--- src/rtl/uart_rx_seq.sv ---
// uart_rx_seq: receive-path sequencer for bit timing, start validation and stop-bit check.
module uart_rx_seq #(
   parameter int DATA_BITS = 8,
   parameter int MIN_DIV = 4
) (
   input  logic        clk,
   input  logic        rst,
   input  logic        start_bit_detected,
   input  logic        serial_in,
   input  logic [31:0] baud_div,
   input  logic        framing_err,
   output logic        shift_strobe,
   output logic        sbc_clear,
   output logic        sbc_enable,
   output logic        load_buffer,
   output logic        frame_error,
   output logic        false_start,
   output logic        busy
);
   typedef enum logic [2:0] {IDLE, START_CHK, DATA, STOP, SBC, EVAL} state_t;
   state_t state_q, state_d;
   logic [31:0] clk_cnt_q, clk_cnt_d, div_q, div_d, cnt_inc;
   logic [3:0] bit_cnt_q, bit_cnt_d, bit_inc;
   logic bit_end, half_hit;
   always_comb begin
      state_d = state_q;
      clk_cnt_d = clk_cnt_q;
      bit_cnt_d = bit_cnt_q;
      div_d = div_q;
      shift_strobe = 1'b0;
      sbc_clear = 1'b0;
      sbc_enable = 1'b0;
      load_buffer = 1'b0;
      frame_error = 1'b0;
      false_start = 1'b0;
      busy = state_q != IDLE;
      cnt_inc = clk_cnt_q + 32'd1;
      bit_inc = bit_cnt_q + 4'd1;
      bit_end = clk_cnt_q == div_q - 32'd1;
      half_hit = clk_cnt_q == (div_q >> 1) - 32'd1;
      case (state_q)
         IDLE: if (start_bit_detected) begin
            sbc_clear = 1'b1;
            state_d = START_CHK;
            clk_cnt_d = 32'd0;
            bit_cnt_d = 4'd0;
            div_d = (baud_div < 32'(MIN_DIV)) ? 32'(MIN_DIV) : baud_div;
         end
         START_CHK: begin
            clk_cnt_d = half_hit ? 32'd0 : cnt_inc;
            false_start = half_hit & serial_in;
            if (half_hit) state_d = serial_in ? IDLE : DATA;
         end
         DATA: begin
            clk_cnt_d = bit_end ? 32'd0 : cnt_inc;
            shift_strobe = bit_end;
            if (bit_end) begin
               bit_cnt_d = bit_inc;
               if (bit_inc == 4'(DATA_BITS)) state_d = STOP;
            end
         end
         STOP: begin
            clk_cnt_d = bit_end ? 32'd0 : cnt_inc;
            shift_strobe = bit_end;
            if (bit_end) state_d = SBC;
         end
         SBC: begin
            sbc_enable = 1'b1;
            state_d = EVAL;
         end
         EVAL: begin
            load_buffer = ~framing_err;
            frame_error = framing_err;
            state_d = IDLE;
         end
         default: state_d = IDLE;
      endcase
   end
   always_ff @(posedge clk) begin
      if (rst) begin
         state_q <= IDLE;
         clk_cnt_q <= 32'd0;
         bit_cnt_q <= 4'd0;
         div_q <= 32'd0;
      end else begin
         state_q <= state_d;
         clk_cnt_q <= clk_cnt_d;
         bit_cnt_q <= bit_cnt_d;
         div_q <= div_d;
      end
   end
endmodule
--- config.mk ---
export PLATFORM = sky130hd
export DESIGN_NAME = uart_rx_seq
export DESIGN_NICKNAME = d
export VERILOG_FILES = /design/src/rtl/uart_rx_seq.sv
export SDC_FILE = /design/constraint.sdc
export NUM_CORES = 1
export LEC_CHECK = 0
export ABC_AREA = 1
export CORE_AREA = 2 2 144 160
export DETAILED_ROUTE_END_ITERATION = 10
export DIE_AREA = 0 0 146 162
export GPL_TIMING_DRIVEN = 0
export SYNTH_ARGS = -nofsm -noshare
export SYNTH_HDL_FRONTEND = slang
export SYNTH_SLANG_ARGS = --single-unit
--- constraint.sdc ---
create_clock -name clk -period 3.9 [get_ports clk]
set_input_delay 0.78 -clock clk [delete_from_list [all_inputs] [get_ports clk]]
set_output_delay 0.78 -clock clk [all_outputs]
set_load 0.01 [all_outputs]
==> run_results.csv, run 1 <==
group,metric,value,unit
status,status,"completed",
critical_path,r2r_slack,930,ps
power_and_ir_drop,ir_drop,293.0,uV
yosys,synth_nets,1201,
yosys,yosys_most_used_dff,"dfxtp_1",
timing,fin_crit_sh,0.9445,
placement,gp_congestion,1.001,
timing,setup_violations,0,
power_and_ir_drop,p_leak,0.003882,uW
floorplanning,ios,44,
critical_path,crit_family,"simple AND/OR/NAND/NOR gates",
floorplanning,std_cell_rows,57,
layout,nFillCells,2555,
yosys,synthMostInstantiatedCell,"nand2_1",
timing,relSlewSlack,0.5098,
critical_path,crit_path_cell_trace,"nor2_1 > nand2_1 > nor2_4 > nand2_1 > nand2_1 > nand2_1 > nand2_1 > nand2_1 > nor4_1 > nand2_1 > nor4_4 > dlygate4sd2_1",
worst_hold_path,min_from,"bit_cnt_q[2]",
placement,numPortBuffers,42,
yosys,synth_seq_cells,71,
worst_hold_path,worstHoldEndpoint,"bit_cnt_q[2]",
drt,drt-met1-wl,10400,um
layout,area_growth,18.65,%
critical_path,r2r_start,"clk_cnt_q[2]",
cts,clock_path_buffers,2,
timing,finalMaxSlewViolations,0,
worst_hold_path,hold_class,"reg2reg",
yosys,synth.top_cell.area_share,0.2409,
global_routing,grt_pass1_vias,6643,
yosys,synth_area_leaders,"nand2_1 (24%), dfxtp_1 (22%), inv_1 (8.9%), nor2_1 (8.4%), xor2_1 (7.3%)",
drt,wl_met3,1294,um
yosys,synth_cells,1160,
floorplanning,die_x,146,um
critical_path,crit_type,"reg2out",
drt,wire_per_inst,15.06,um
cts,clock_latency,350,ps
floorplanning,fp.dieH,162,um
drt,drt_pass1_iterations,5,
timing,report.final.hold_viol_count,0,
worst_hold_path,hold_depth,2,
cts,htree_levels,3,
drt,routed_wl,22830,um
yosys,synth.cells.most_frequent,"nand2_1 (418), inv_1 (155), nor2_1 (145), dfxtp_1 (71), nand3_1 (68)",
floorplanning,die_area,0.02365,sq mm
floorplanning,core,0.02197,sq mm
yosys,async_reset_ff_frac,0,
global_routing,grt-ovfl-total,0,
timing,fmax,0.2715,GHz
drt,viasPerCell,4.825,
critical_path,cp-start-kind,"register",
cts,clkSinkCount,71,
yosys,ys_seq_area_frac,0.2182,
power_and_ir_drop,power,4356,uW
critical_path,crit_top_cell,"nand2_1",
critical_path,regToRegEndpoint,"clk_cnt_q[25]",
layout,n_antenna_cell,0,
placement,hpwl,18430,um
critical_path,required,3120,ps
yosys,yosysTopAreaCell,"nand2_1",
drt,met2WireLength,10440,um
yosys,syn_avg_cell_area,5.615,sq um
timing,finClkSkew,5.055,ps
layout,multiInputGateArea,0.004410,sq mm
global_routing,grt_max_degree,13,
layout,layout.cells.non_filler,1516,
layout,nets,1258,
yosys,synth_edf_count,0,
drt,drcViolationCount,0,
run,drv_cap,0,
global_routing,grt_pass1_wl,35540,um
placement,place_inst,1497,
critical_path,cp_num_buf_inv,1,
cts,clock-root-buffer,"clkbuf_16",
yosys,synth.distinct_cells,35,
drt,top_layer_used,"met4",
power_and_ir_drop,power_density,563.6,mW/mm^2
cts,clk_pin_slew,60,ps
yosys,syn-cell-area,0.006514,sq mm
critical_path,cp_max_fo,8,
timing,rsz0062_at_grt,"no",
cts,cts_inserted_buffers,9,
layout,seq_area,0.001423,sq mm
layout,layout-drive-gt1-share,0.06798,
cts,cts_tree,"yes",
critical_path,endpoint_kind,"output pin",
timing,tns,0,ps
drt,ant_nets,0,
critical_path,critPathMaxStageDelay,380,ps
floorplanning,initial_core_util,0.2965,
drt,vias,7315,
timing,tightest_slew,735.2,ps
critical_path,cp.arrival,2900,ps
critical_path,cp_slowest_cell,"dfxtp_1",
yosys,synth_warnings,0,
global_routing,grt_usage,0.1921,
global_routing,antenna_found_initial,0,
cts,cts_hold_buf,0,
critical_path,worst_r2r_path_depth,12,
timing,min_period,3683,ps
drt,first_iter_violations,618,
layout by cell type (no fill, tap or decap), types with 4 or more instances in the layout:
cell type	Yosys	final
nand4_1	26	26
nor2_2	15	15
clkbuf_16	0	9
inv_1	155	153
nand3b_1	6	6
clkbuf_1	31	31
nor2_1	145	141
o21bai_1	6	6
inv_2	4	5
nor2_4	9	13
a21oi_1	15	15
xnor2_1	21	21
buf_4	0	4
nand2_2	13	15
dfxtp_1	71	70
o21ai_1	9	9
clkdlybuf4s50_1	0	40
nor3_1	14	14
nand2_1	418	416
xor2_1	54	52
o21ai_0	13	13
nor4_1	18	16
a211oi_1	23	23
nand3_1	68	67
worst max-delay path by stage:
stage	startpoint	end	slack, ps	depth (start not counted)
3_5_place_dp	div_q[1]	false_start	-310	11
5_1_grt	div_q[5]	false_start	10	12
2_1_floorplan	div_q[1]	false_start	1080	11
4_1_cts	div_q[2]	shift_strobe	20	17
6_report	div_q[12]	false_start	220	12
3_3_place_gp	div_q[1]	false_start	-340	11
stage by stage:
stage / hold slack (ps) / utilization / cell area [sq um] / setup slack, ps
2_1_floorplan: 458.9 / - / 6514 / 1081
3_3_place_gp: 477.4 / 0.3325 / 7303 / -338.9
3_5_place_dp: 516.3 / 0.3325 / 7303 / -310.7
4_1_cts: 528.6 / 0.3490 / 7666 / 15.04
5_1_grt: 543.1 / 0.3518 / 7729 / 12.24
6_report: 528.4 / 0.3518 / 7729 / 216.6
cell families (layout without fill, tap and decap cells):
logic type	count (synthesis)	in the layout	synth area share
simple gates	738	738	0.4864
buf+inv	202	263	0.1204
compound gates	70	70	0.06646
xor+xnor	75	75	0.1008
fa+ha+maj	4	4	0.007684
flops	71	71	0.2182
what timing repair did:
action	4_1_cts	5_1_grt
endpoints found under the setup margin	2	2
pin swaps	1	1
endpoints found under the hold margin	0	0
gates resized for setup	13	13
buffers inserted	1	3
routing by layer:
metal  vias to the layer above  track usage
met1                      3344       0.2547
li1                       3711            -
met2                       219       0.3178
met5                         -            0
met4                         0      0.06796
met3                        41      0.03034
power breakdown:
group / switching, uW / internal, uW
combinational: 1720 / 797
sequential: 171 / 831
clock: 345 / 489
total: 2240 / 2120
flip-flops by register name (all words and copies together) (netlist names):
signal	count
clk_cnt_q	32
bit_cnt_q	4
div_q	32
state_q	3
tightest hold or removal path: stages, from the launching register on:
cell     delay [ps]
dfxtp_1         320
a21oi_1         110
nor2_1           50
cell type report:
type | count | area share
clock inverters | 6 | 0.008095
multi-input cells | 887 | 0.5707
repair buffers | 46 | 0.05844
plain buffers | 40 | 0.02283
inverters | 162 | 0.07900
clock buffers | 9 | 0.02914
flip-flops and latches | 71 | 0.1841
well taps | 295 | 0.04776
(Power assumes the default switching activity.)
==> run 2: changes to the inputs <==
Settings changed: SKIP_CTS_REPAIR_TIMING set to 1.
==> run_results.csv, run 2 (same netlist as run 1, synthesis figures left out) <==
group,metric,value,unit
floorplanning,initial_core_util,0.2965,
critical_path,startpoint,"div_q[5]",
power_and_ir_drop,power_density,564.5,mW/mm^2
power_and_ir_drop,p_int,2117,uW
timing,tightest_slew,713.9,ps
global_routing,grt-ovfl-total,0,
floorplanning,ios,44,
placement,place_inst,1497,
cts,clock-root-buffer,"clkbuf_16",
critical_path,endpoint_kind,"output pin",
critical_path,r2r_start,"clk_cnt_q[2]",
power_and_ir_drop,p_leak,0.003896,uW
floorplanning,fp.dieH,162,um
layout,area_growth,18.54,%
power_and_ir_drop,combPwrFrac,0.579,
critical_path,cp_num_buf_inv,1,
cts,htree_levels,3,
drt,ant_nets,0,
timing,setup_violations,0,
layout,n_antenna_cell,0,
floorplanning,core,0.02197,sq mm
drt,vias,7260,
worst_hold_path,min_from,"bit_cnt_q[2]",
layout,final_common_cell,"nand2_1",
critical_path,cp.arrival,2800,ps
floorplanning,std_cell_rows,57,
timing,fmax,0.2794,GHz
cts,cts_tree,"yes",
cts,clk_pin_slew,60,ps
critical_path,cp-start-kind,"register",
critical_path,cp_max_fo,5,
placement,numPortBuffers,42,
cts,clock_latency,350,ps
timing,fin_crit_sh,0.9179,
timing,min_period,3580,ps
run,drv_cap,0,
critical_path,required,3120,ps
placement,pre_cts_slack,-310.7,ps
power_and_ir_drop,power_frac_clock,0.191,
layout,top_regs,"clk_cnt_q (32), div_q (32), bit_cnt_q (4)",
placement,hpwl,18430,um
cts,clock_path_buffers,2,
power_and_ir_drop,ir_drop,293.2,uV
critical_path,critPathMaxStageDelay,390,ps
timing,finClkSkew,5.264,ps
drt,wire_per_inst,15.08,um
drt,drt_pass1_iterations,5,
worst_hold_path,hold_class,"reg2reg",
status,status,"completed",
critical_path,crit_path_cell_trace,"nor2_2 > nand2_2 > nor2_4 > nand2_2 > nor2_1 > xor2_1 > nand2_1 > nor4_1 > nand2_1 > nor4_4 > dlymetal6s2s_1",
drt,viasPerCell,4.789,
global_routing,grt_usage,0.1918,
timing,finalMaxSlewViolations,0,
drt,routed_wl,22860,um
power_and_ir_drop,sequentialPowerShare,0.230,
timing,relSlewSlack,0.5241,
layout,nets,1258,
drt,drcViolationCount,0,
layout,layout_common_cells,"nand2_1 (416), inv_1 (153), nor2_1 (141)",
power_and_ir_drop,p_sw,2241,uW
critical_path,crit_family,"simple AND/OR/NAND/NOR gates",
cts,clkSinkCount,71,
global_routing,grt_pass1_vias,6618,
cts,cts_inserted_buffers,9,
global_routing,grt_pass1_wl,35420,um
power_and_ir_drop,swShare,0.5143,
critical_path,cp_slowest_cell,"dfxtp_1",
critical_path,crit_type,"reg2out",
floorplanning,die_x,146,um
timing,report.final.hold_viol_count,0,
placement,gp_congestion,1.001,
layout,layout-drive-gt1-share,0.06798,
timing,worst_slack,320.3,ps
floorplanning,die_area,0.02365,sq mm
timing,rsz0062_at_grt,"no",
drt,first_iter_violations,546,
global_routing,grt_max_degree,13,
global_routing,antenna_found_initial,0,
layout,layout.cells.non_filler,1516,
run 2: cell count changes in the layout (fill, tap and decap cells not counted), sizes merged:
cell | previous run | this run
dlygate4sd2 | 1 | 0
dlymetal6s2s | 1 | 2
run 2: worst paths after layout:
path	endpoint	slack [ps]	cells past startpoint
worst max-delay path	false_start	320	11
worst min register to register	bit_cnt_q[2]	530	2
worst min-delay path	bit_cnt_q[2]	530	2
worst max register to register	clk_cnt_q[25]	960	12
run 2: worst min-delay path, cell delays in order (launching register included):
cell	delay, ps
dfxtp_1	320
a21oi_1	110
nor2_1	50
run 2: area by class of cell:
class	count	area, sq um
Fill cell	2553	14240
Multi-Input combinational cell	887	4399
Sequential cell	71	1423
Inverter	162	610.6
Timing Repair Buffer	46	455.4
Tap cell	295	369.1
Clock buffer	9	225.2
Buffer	40	176.4
Clock inverter	6	62.56
run 2: routing by layer:
metal	global-route usage	wire [um]	share of wire
met5	0	0	0
met4	0.06178	493	0.022
met3	0.03904	1312	0.057
met2	0.3141	10530	0.46
met1	0.2537	10520	0.46
run 2: per-stage QoR:
step	hold WS, ps	cell area (sq um)	util	setup TNS (ps)	total power (uW)
floorplan	458.9	6514	-	0	2691
global placement	477.4	7303	0.3325	-338.9	3372
detailed placement	516.3	7303	0.3325	-310.7	3382
CTS	528.6	7591	0.3456	-930.3	4232
global route	543.1	7721	0.3515	0	4692
finish	528.5	7721	0.3515	0	4358
run 2: power groups by stage:
stage | combinational (uW) | clock (uW) | sequential, uW
floorplan | 1740 | 0 | 954
global placement | 2360 | 0 | 1010
detailed placement | 2370 | 0 | 1010
CTS | 2390 | 849 | 996
global route | 2800 | 876 | 1010
finish | 2520 | 833 | 1000
==> run 3: changes to the inputs <==
Settings changed: SETUP_SLACK_MARGIN set to 0.05.
==> results of run 3 <==
No change in the layout: final DEF, timing and power equal those of run 2.
